### src/rtl/if_pkg.sv
`default_nettype none
// ============================================================================
// Module      : if_pkg
// Description : Shared types and default parameter values for the
//               instruction-fetch controller (if_fetch_ctrl) and its
//               output buffer (if_skid_buf).
// Revision    : 1.0 - initial release
// ============================================================================
package if_pkg;

  // Fetch sequencer states. The encoding is explicit so that the state
  // register has a stable width in every tool.
  typedef enum logic [1:0] {
    IDLE = 2'd0,  // first cycle after reset release
    REQ  = 2'd1,  // presenting a request to instruction memory
    WAIT = 2'd2,  // request accepted, waiting for the response
    DROP = 2'd3   // request accepted, response will be discarded
  } fetch_state_t;

  localparam int          ADDR_W_DEFAULT   = 32;
  localparam logic [31:0] RESET_PC_DEFAULT = 32'h0000_0000;
  localparam int          PC_INC_DEFAULT   = 4;

endpackage : if_pkg
`default_nettype wire

### src/rtl/if_skid_buf.sv
`default_nettype none
// ============================================================================
// Module      : if_skid_buf
// Description : Two-entry FIFO of {pc, inst} (head + skid). The head entry
//               is what the consumer sees; the skid entry catches a push that
//               arrives while the head is full and not being popped.
// Ports       : clk, reset (async, active-low)
//               push, push_pc, push_inst : write one entry
//               pop        : consumer takes the head (ignored when empty)
//               flush      : discard both entries (wins over push/pop)
//               head_pc, head_inst, head_valid : head entry
//               skid_full  : skid entry occupied
// Revision    : 1.0 - initial release
// ============================================================================
module if_skid_buf #(
  parameter int W = 32
) (
  input  logic         clk,
  input  logic         reset,
  input  logic         push,
  input  logic [W-1:0] push_pc,
  input  logic [W-1:0] push_inst,
  input  logic         pop,
  input  logic         flush,
  output logic [W-1:0] head_pc,
  output logic [W-1:0] head_inst,
  output logic         head_valid,
  output logic         skid_full
);

  logic [W-1:0] skid_pc;
  logic [W-1:0] skid_inst;
  logic         pop_eff;

  assign pop_eff   = pop & head_valid;

  always_ff @(posedge clk or negedge reset) begin
    if (!reset) begin
      head_pc    <= '0;
      head_inst  <= '0;
      head_valid <= 1'b0;
      skid_pc    <= '0;
      skid_inst  <= '0;
      skid_full  <= 1'b0;
    end else if (flush) begin
      head_valid <= 1'b0;
      skid_full  <= 1'b0;
    end else if (pop_eff) begin
      if (skid_full) begin
        // Skid advances to head; a simultaneous push refills the skid so
        // FIFO order is preserved.
        head_pc    <= skid_pc;
        head_inst  <= skid_inst;
        head_valid <= 1'b1;
        skid_full  <= push;
        if (push) begin
          skid_pc   <= push_pc;
          skid_inst <= push_inst;
        end
      end else begin
        // Head is leaving this cycle, so a push can take its place directly.
        head_valid <= push;
        if (push) begin
          head_pc   <= push_pc;
          head_inst <= push_inst;
        end
      end
    end else if (push) begin
      if (!head_valid) begin
        head_pc    <= push_pc;
        head_inst  <= push_inst;
        head_valid <= 1'b1;
      end else begin
        skid_pc    <= push_pc;
        skid_inst  <= push_inst;
        skid_full  <= 1'b1;
      end
    end
  end

endmodule : if_skid_buf
`default_nettype wire

### src/rtl/if_fetch_ctrl.sv
`default_nettype none
// ============================================================================
// Module      : if_fetch_ctrl
// Description : Instruction fetch sequencer. Owns the fetch PC, issues at
//               most one outstanding instruction-memory request, applies
//               branch redirects (which also flush fetched instructions) and
//               buffers up to two responses while ID is stalled.
// Ports       : clk, reset (async, active-low)
//               redirect_valid/redirect_pc : branch/jump redirect + flush
//               stall                      : ID cannot accept this cycle
//               imem_req/imem_addr/imem_gnt/imem_rvalid/imem_rdata : memory
//               if_valid/if_pc/if_inst     : instruction to IF/ID register
//               fetch_busy                 : request outstanding
//               perf_fetch_cnt, perf_redirect_cnt (only with FETCH_PERF_EN)
// Options     : FETCH_PERF_EN - adds consume and redirect event counters.
// Revision    : 1.0 - initial release
// ============================================================================
module if_fetch_ctrl
  import if_pkg::*;
#(
  parameter int              ADDR_W   = ADDR_W_DEFAULT,
  parameter logic [ADDR_W-1:0] RESET_PC = ADDR_W'(RESET_PC_DEFAULT),
  parameter int              PC_INC   = PC_INC_DEFAULT
) (
  input  logic              clk,
  input  logic              reset,
  input  logic              redirect_valid,
  input  logic [ADDR_W-1:0] redirect_pc,
  input  logic              stall,
  output logic              imem_req,
  output logic [ADDR_W-1:0] imem_addr,
  input  logic              imem_gnt,
  input  logic              imem_rvalid,
  input  logic [ADDR_W-1:0] imem_rdata,
  output logic              if_valid,
  output logic [ADDR_W-1:0] if_pc,
  output logic [ADDR_W-1:0] if_inst,
`ifdef FETCH_PERF_EN
  output logic [31:0]       perf_fetch_cnt,
  output logic [31:0]       perf_redirect_cnt,
`endif
  output logic              fetch_busy
);

  fetch_state_t      state;
  fetch_state_t      state_next;
  logic [ADDR_W-1:0] fetch_pc;
  logic [ADDR_W-1:0] req_pc;
  logic              skid_full;
  logic              accept;
  logic              push;

  // Issue is held off while the skid is occupied: with both entries full
  // there would be nowhere to put the response.
  assign imem_req   = (state == REQ) && !skid_full;
  assign imem_addr  = fetch_pc;
  assign accept     = imem_req & imem_gnt;
  assign push       = (state == WAIT) & imem_rvalid & ~redirect_valid;
  assign fetch_busy = (state == WAIT) || (state == DROP);

  always_comb begin
    state_next = state;
    unique case (state)
      IDLE: state_next = REQ;
      REQ: begin
        if (accept) state_next = redirect_valid ? DROP : WAIT;
      end
      WAIT: begin
        if (imem_rvalid)         state_next = REQ;
        else if (redirect_valid) state_next = DROP;
      end
      DROP: begin
        if (imem_rvalid) state_next = REQ;
      end
      default: state_next = IDLE;
    endcase
  end

  always_ff @(posedge clk or negedge reset) begin
    if (!reset) begin
      state    <= IDLE;
      fetch_pc <= RESET_PC;
      req_pc   <= '0;
    end else begin
      state <= state_next;
      // A redirect always retargets fetch, whatever state we are in.
      if (redirect_valid) begin
        fetch_pc <= redirect_pc;
      end else if (accept) begin
        fetch_pc <= fetch_pc + ADDR_W'(PC_INC);
        req_pc   <= fetch_pc;
      end
    end
  end

  if_skid_buf #(
    .W (ADDR_W)
  ) u_buf (
    .clk        (clk),
    .reset      (reset),
    .push       (push),
    .push_pc    (req_pc),
    .push_inst  (imem_rdata),
    .pop        (~stall),
    .flush      (redirect_valid),
    .head_pc    (if_pc),
    .head_inst  (if_inst),
    .head_valid (if_valid),
    .skid_full  (skid_full)
  );

`ifdef FETCH_PERF_EN
  // A head presented in a flush cycle is squashed, so it is not a consume.
  logic consume;
  assign consume = if_valid & ~stall & ~redirect_valid;

  always_ff @(posedge clk or negedge reset) begin
    if (!reset) begin
      perf_fetch_cnt    <= '0;
      perf_redirect_cnt <= '0;
    end else begin
      if (consume)        perf_fetch_cnt    <= perf_fetch_cnt + 32'd1;
      if (redirect_valid) perf_redirect_cnt <= perf_redirect_cnt + 32'd1;
    end
  end
`endif

endmodule : if_fetch_ctrl
`default_nettype wire
### config.mk
export PLATFORM = sky130hd
export DESIGN_NAME = if_fetch_ctrl
export DESIGN_NICKNAME = d
export VERILOG_FILES = /design/src/rtl/if_pkg.sv /design/src/rtl/if_skid_buf.sv /design/src/rtl/if_fetch_ctrl.sv
export SDC_FILE = /design/constraint.sdc
export NUM_CORES = 1
export LEC_CHECK = 0
export CORE_UTILIZATION = 30
export DETAILED_ROUTE_END_ITERATION = 10
export PLACE_DENSITY = 0.47
export SYNTH_ARGS = -nofsm -noshare
export SYNTH_HDL_FRONTEND = slang
export SYNTH_SLANG_ARGS = --single-unit
### constraint.sdc
create_clock -name clk -period 4.66 [get_ports clk]
set_input_delay 0.466 -clock clk [delete_from_list [all_inputs] [get_ports clk]]
set_output_delay 0.466 -clock clk [all_outputs]
set_load 0.02 [all_outputs]
==> summary.md <==
| Metric | Value |
|---|---|
| Maximum vdd drop | `about 0.22 mV` |
| CP arrival | `2.87 ns` |
| Post-synthesis cell count | `between 700 and 800` |
| Postcts setup bufs | `0` |
| Pwr per Cell Area | `510 nW/um^2` |
| Final setup vio count | `0` |
| Largest area contributor in the netlist | `dfrtp_1` |
| Most common cell in the netlist | `dfrtp_1` |
| Full die area | `roughly 29000 um^2` |
| Post-synth top cells | `dfrtp_1, nand2_1, mux2_2` |
| Htree depth | `4` |
| Clock transition at the registers of the reported paths | `about 0.070 ns` |
| Routed vias/inst | `4.51` |
| Avg Inst Size Synth | `12.1 um^2` |
| Fin. max-slew vios | `0` |
| CTS Hold Bufs | `0` |
| Filler instances | `around 2.7k` |
| Min Tclk post-route | `approximately 2.6 ns` |
| CTS Buffer Depth | `2` |
| Worst path required time | `4.97 ns` |
| Vias | `5638` |
| CTS Buf Count | `17` |
| Die Y | `170 um` |
| Die X | `170 um` |
| Area grow syn2layout | `30.7%` |
| CTS resizes | `0` |
| Initial Utilization | `30.6%` |
| Tcrit/Tclk final | `around 55%` |
| Largest net degree at the start of global routing | `123` |
| Number of global-route vias before repair | `a little under 6k` |
| Drt total wl | `about 19 mm` |
| Yosys warnings | `0` |
| Skew final | `0.0124 ns` |
| Clock sinks | `196` |
| Detailed placement HPWL | `13.3 mm` |
| Ys async rst share | `100%` |
| Peak Freq | `between 0.3 and 0.4 GHz` |
| Post-synthesis sequential area ratio | `57.6%` |
| Clk_lat worst skew | `0.43 ns` |
| Hold WC Path Type | `in2async` |
| Remaining DRCs | `0` |
| Post-synthesis cell type count | `36` |
| Layout Nets | `roughly 930` |
| Post-synth EDFFs | `0` |
| CP Capture Type | `flop` |
| Top cells by area, synth | `dfrtp_1, mux2_2, mux2i_1` |
| Netlist Area Pre-Place | `8510 um^2` |
| Grt total ovfl | `0` |
| Most used DFF post-synth | `dfrtp_1` |
| CP Launch Type | `flop` |
| Leak | `5.29 nW` |
| ANT nets after route | `0` |
| TritonCTS clock tree | `done` |
| Worst hold slack | `0.137 ns` |
| Outcome | `completed` |
| Setup TNS | `0 ns` |
| Initial DRC count | `240` |
| DR pass1 iterations | `4` |
| # diodes | `0` |
| Worst slew margin | `27.2%` |
| Gpl congestion | `0.765` |
| Worst slew pin tran | `1.09 ns` |
| First-pass GRT wire length | `32.1 mm` |
| Core footprint | `27900 um^2` |
| RSZ-0062 raised after global routing | `no` |
| IO Count | `169` |
| Syn_nets | `about 800` |
| Max_cap viols | `0` |
| # port buffers | `approximately 170` |
| Routed len/inst | `15.5 um` |
| Clock Root Buffer | `clkbuf_16` |
| Overall routing resource usage | `14.2%` |
| Crit path kind | `reg2reg` |
| FF+latch count, synth | `196` |
| Fraction of layout cells with a size suffix above 1 | `17.1%` |
| Area share of the largest cell type after synthesis | `57.6%` |
| Initial antenna violation count | `0` |
| Std cell rows | `61` |
| Worst-path maximum fanout | `12` |
| Final Hold Viols | `0` |
[sequential cells by signal (all words and copies together) (netlist names)]
signal,count
u_buf.skid_pc,32
u_buf.skid_full,1
state,2
u_buf.head_pc,32
imem_addr,32
req_pc,32
u_buf.head_inst,32
u_buf.head_valid,1
u_buf.skid_inst,32
[path summary, 6_finish.rpt]
| path | from | end | slack (ns) | cells after the start |
|---|---|---|---|---|
| worst min-delay path | reset | u_buf.head_inst[0] | 0.14 | 1 |
| max in group asynchronous | reset | u_buf.head_inst[29] | 3.33 | 2 |
| worst max-delay path | state[1] | imem_addr[28] | 2.10 | 7 |
| worst max register to register | state[1] | imem_addr[28] | 2.10 | 7 |
| min in group clk | u_buf.head_pc[17] | u_buf.head_pc[17] | 0.48 | 2 |
| worst min register to register | u_buf.head_pc[17] | u_buf.head_pc[17] | 0.48 | 2 |
[cell families (layout without fill, tap and decap cells)]
kind of cell               Yosys count  after routing  share of synthesized area (%)
AOI/OAI and AO/OA                  104            104                           6.26
and+or+nand+nor                    162            162                           9.44
xor gates and xnor gates            28             28                           2.88
buffers and inverters               44            212                           2.34
DFF                                196            196                           57.6
adders and majority gates            4              4                          0.588
muxes                              165            165                           20.9
[through the flow]
step	instances	worst slack, ns	utilization [%]	instance area, um^2	total power [W]
floorplan	703	2.81	-	8510	0.00337
global placement	1217	1.92	37.9	10600	0.00428
detailed placement	1217	1.83	37.9	10600	0.00432
CTS	1249	2.05	39.9	11100	0.00578
global route	1249	1.88	39.9	11100	0.00605
finish	1249	2.10	39.9	11100	0.00567
[worst max-delay path, cell delays in order (launching register included)]
cell and delay, ns:
dfrtp_1 0.43, inv_1 0.08, ha_1 0.32, nand4b_1 0.21
nor2_1 0.74, nand4_1 0.22, xnor2_1 0.17, mux2_2 0.27
[metal layers]
| metal | vias to the layer above | global-route usage, % | part of all wire (%) |
|---|---|---|---|
| li1 | 2752 | - | - |
| met5 | - | 0 | 0 |
| met2 | 119 | 21.7 | 44 |
| met3 | 9 | 3.09 | 3.8 |
| met4 | 0 | 3.64 | 0.95 |
| met1 | 2758 | 20.4 | 51 |
[power breakdown]
part	total, W	switching (W)	internal, W
registers	0.00249	0.000331	0.00216
clock network	0.00143	0.000664	0.000761
logic	0.00176	0.000879	0.000882
total	0.00567	0.00187	0.00380
[area by class of cell]
| type | instances | area (um^2) | area share, % |
|---|---|---|---|
| inverter | 5 | 18.8 | 0.169 |
| tap | 378 | 473 | 4.25 |
| clock buffer | 19 | 443 | 3.98 |
| clock inverter | 13 | 125 | 1.12 |
| sequential | 196 | 4900 | 44.1 |
| timing repair buffer | 175 | 1730 | 15.6 |
| multi-input combinational | 463 | 3420 | 30.8 |
[cell usage in the layout (no fill, tap or decap), types with 2 or more instances in the layout]
master	netlist	final
mux2_2	96	96
xnor2_1	6	6
nor2_1	11	10
and3_1	2	2
a21oi_1	6	6
buf_4	2	7
dfrtp_1	196	196
clkinv_2	0	3
inv_1	5	5
clkbuf_8	0	2
nand3_4	2	2
nor3_4	3	3
mux2_1	4	4
nand2_1	108	108
xor2_1	22	22
o21ai_1	6	6
inv_6	0	2
nand4b_1	2	2
inv_8	0	2
o21ai_0	88	88
clkbuf_16	0	17
clkinv_4	0	2
nand4_1	12	12
nand3_1	11	11
clkdlybuf4s50_1	0	166
nor4_4	2	2
ha_1	4	4
clkinvlp_4	0	3
mux2i_1	65	65
(Power assumes the default switching activity.)
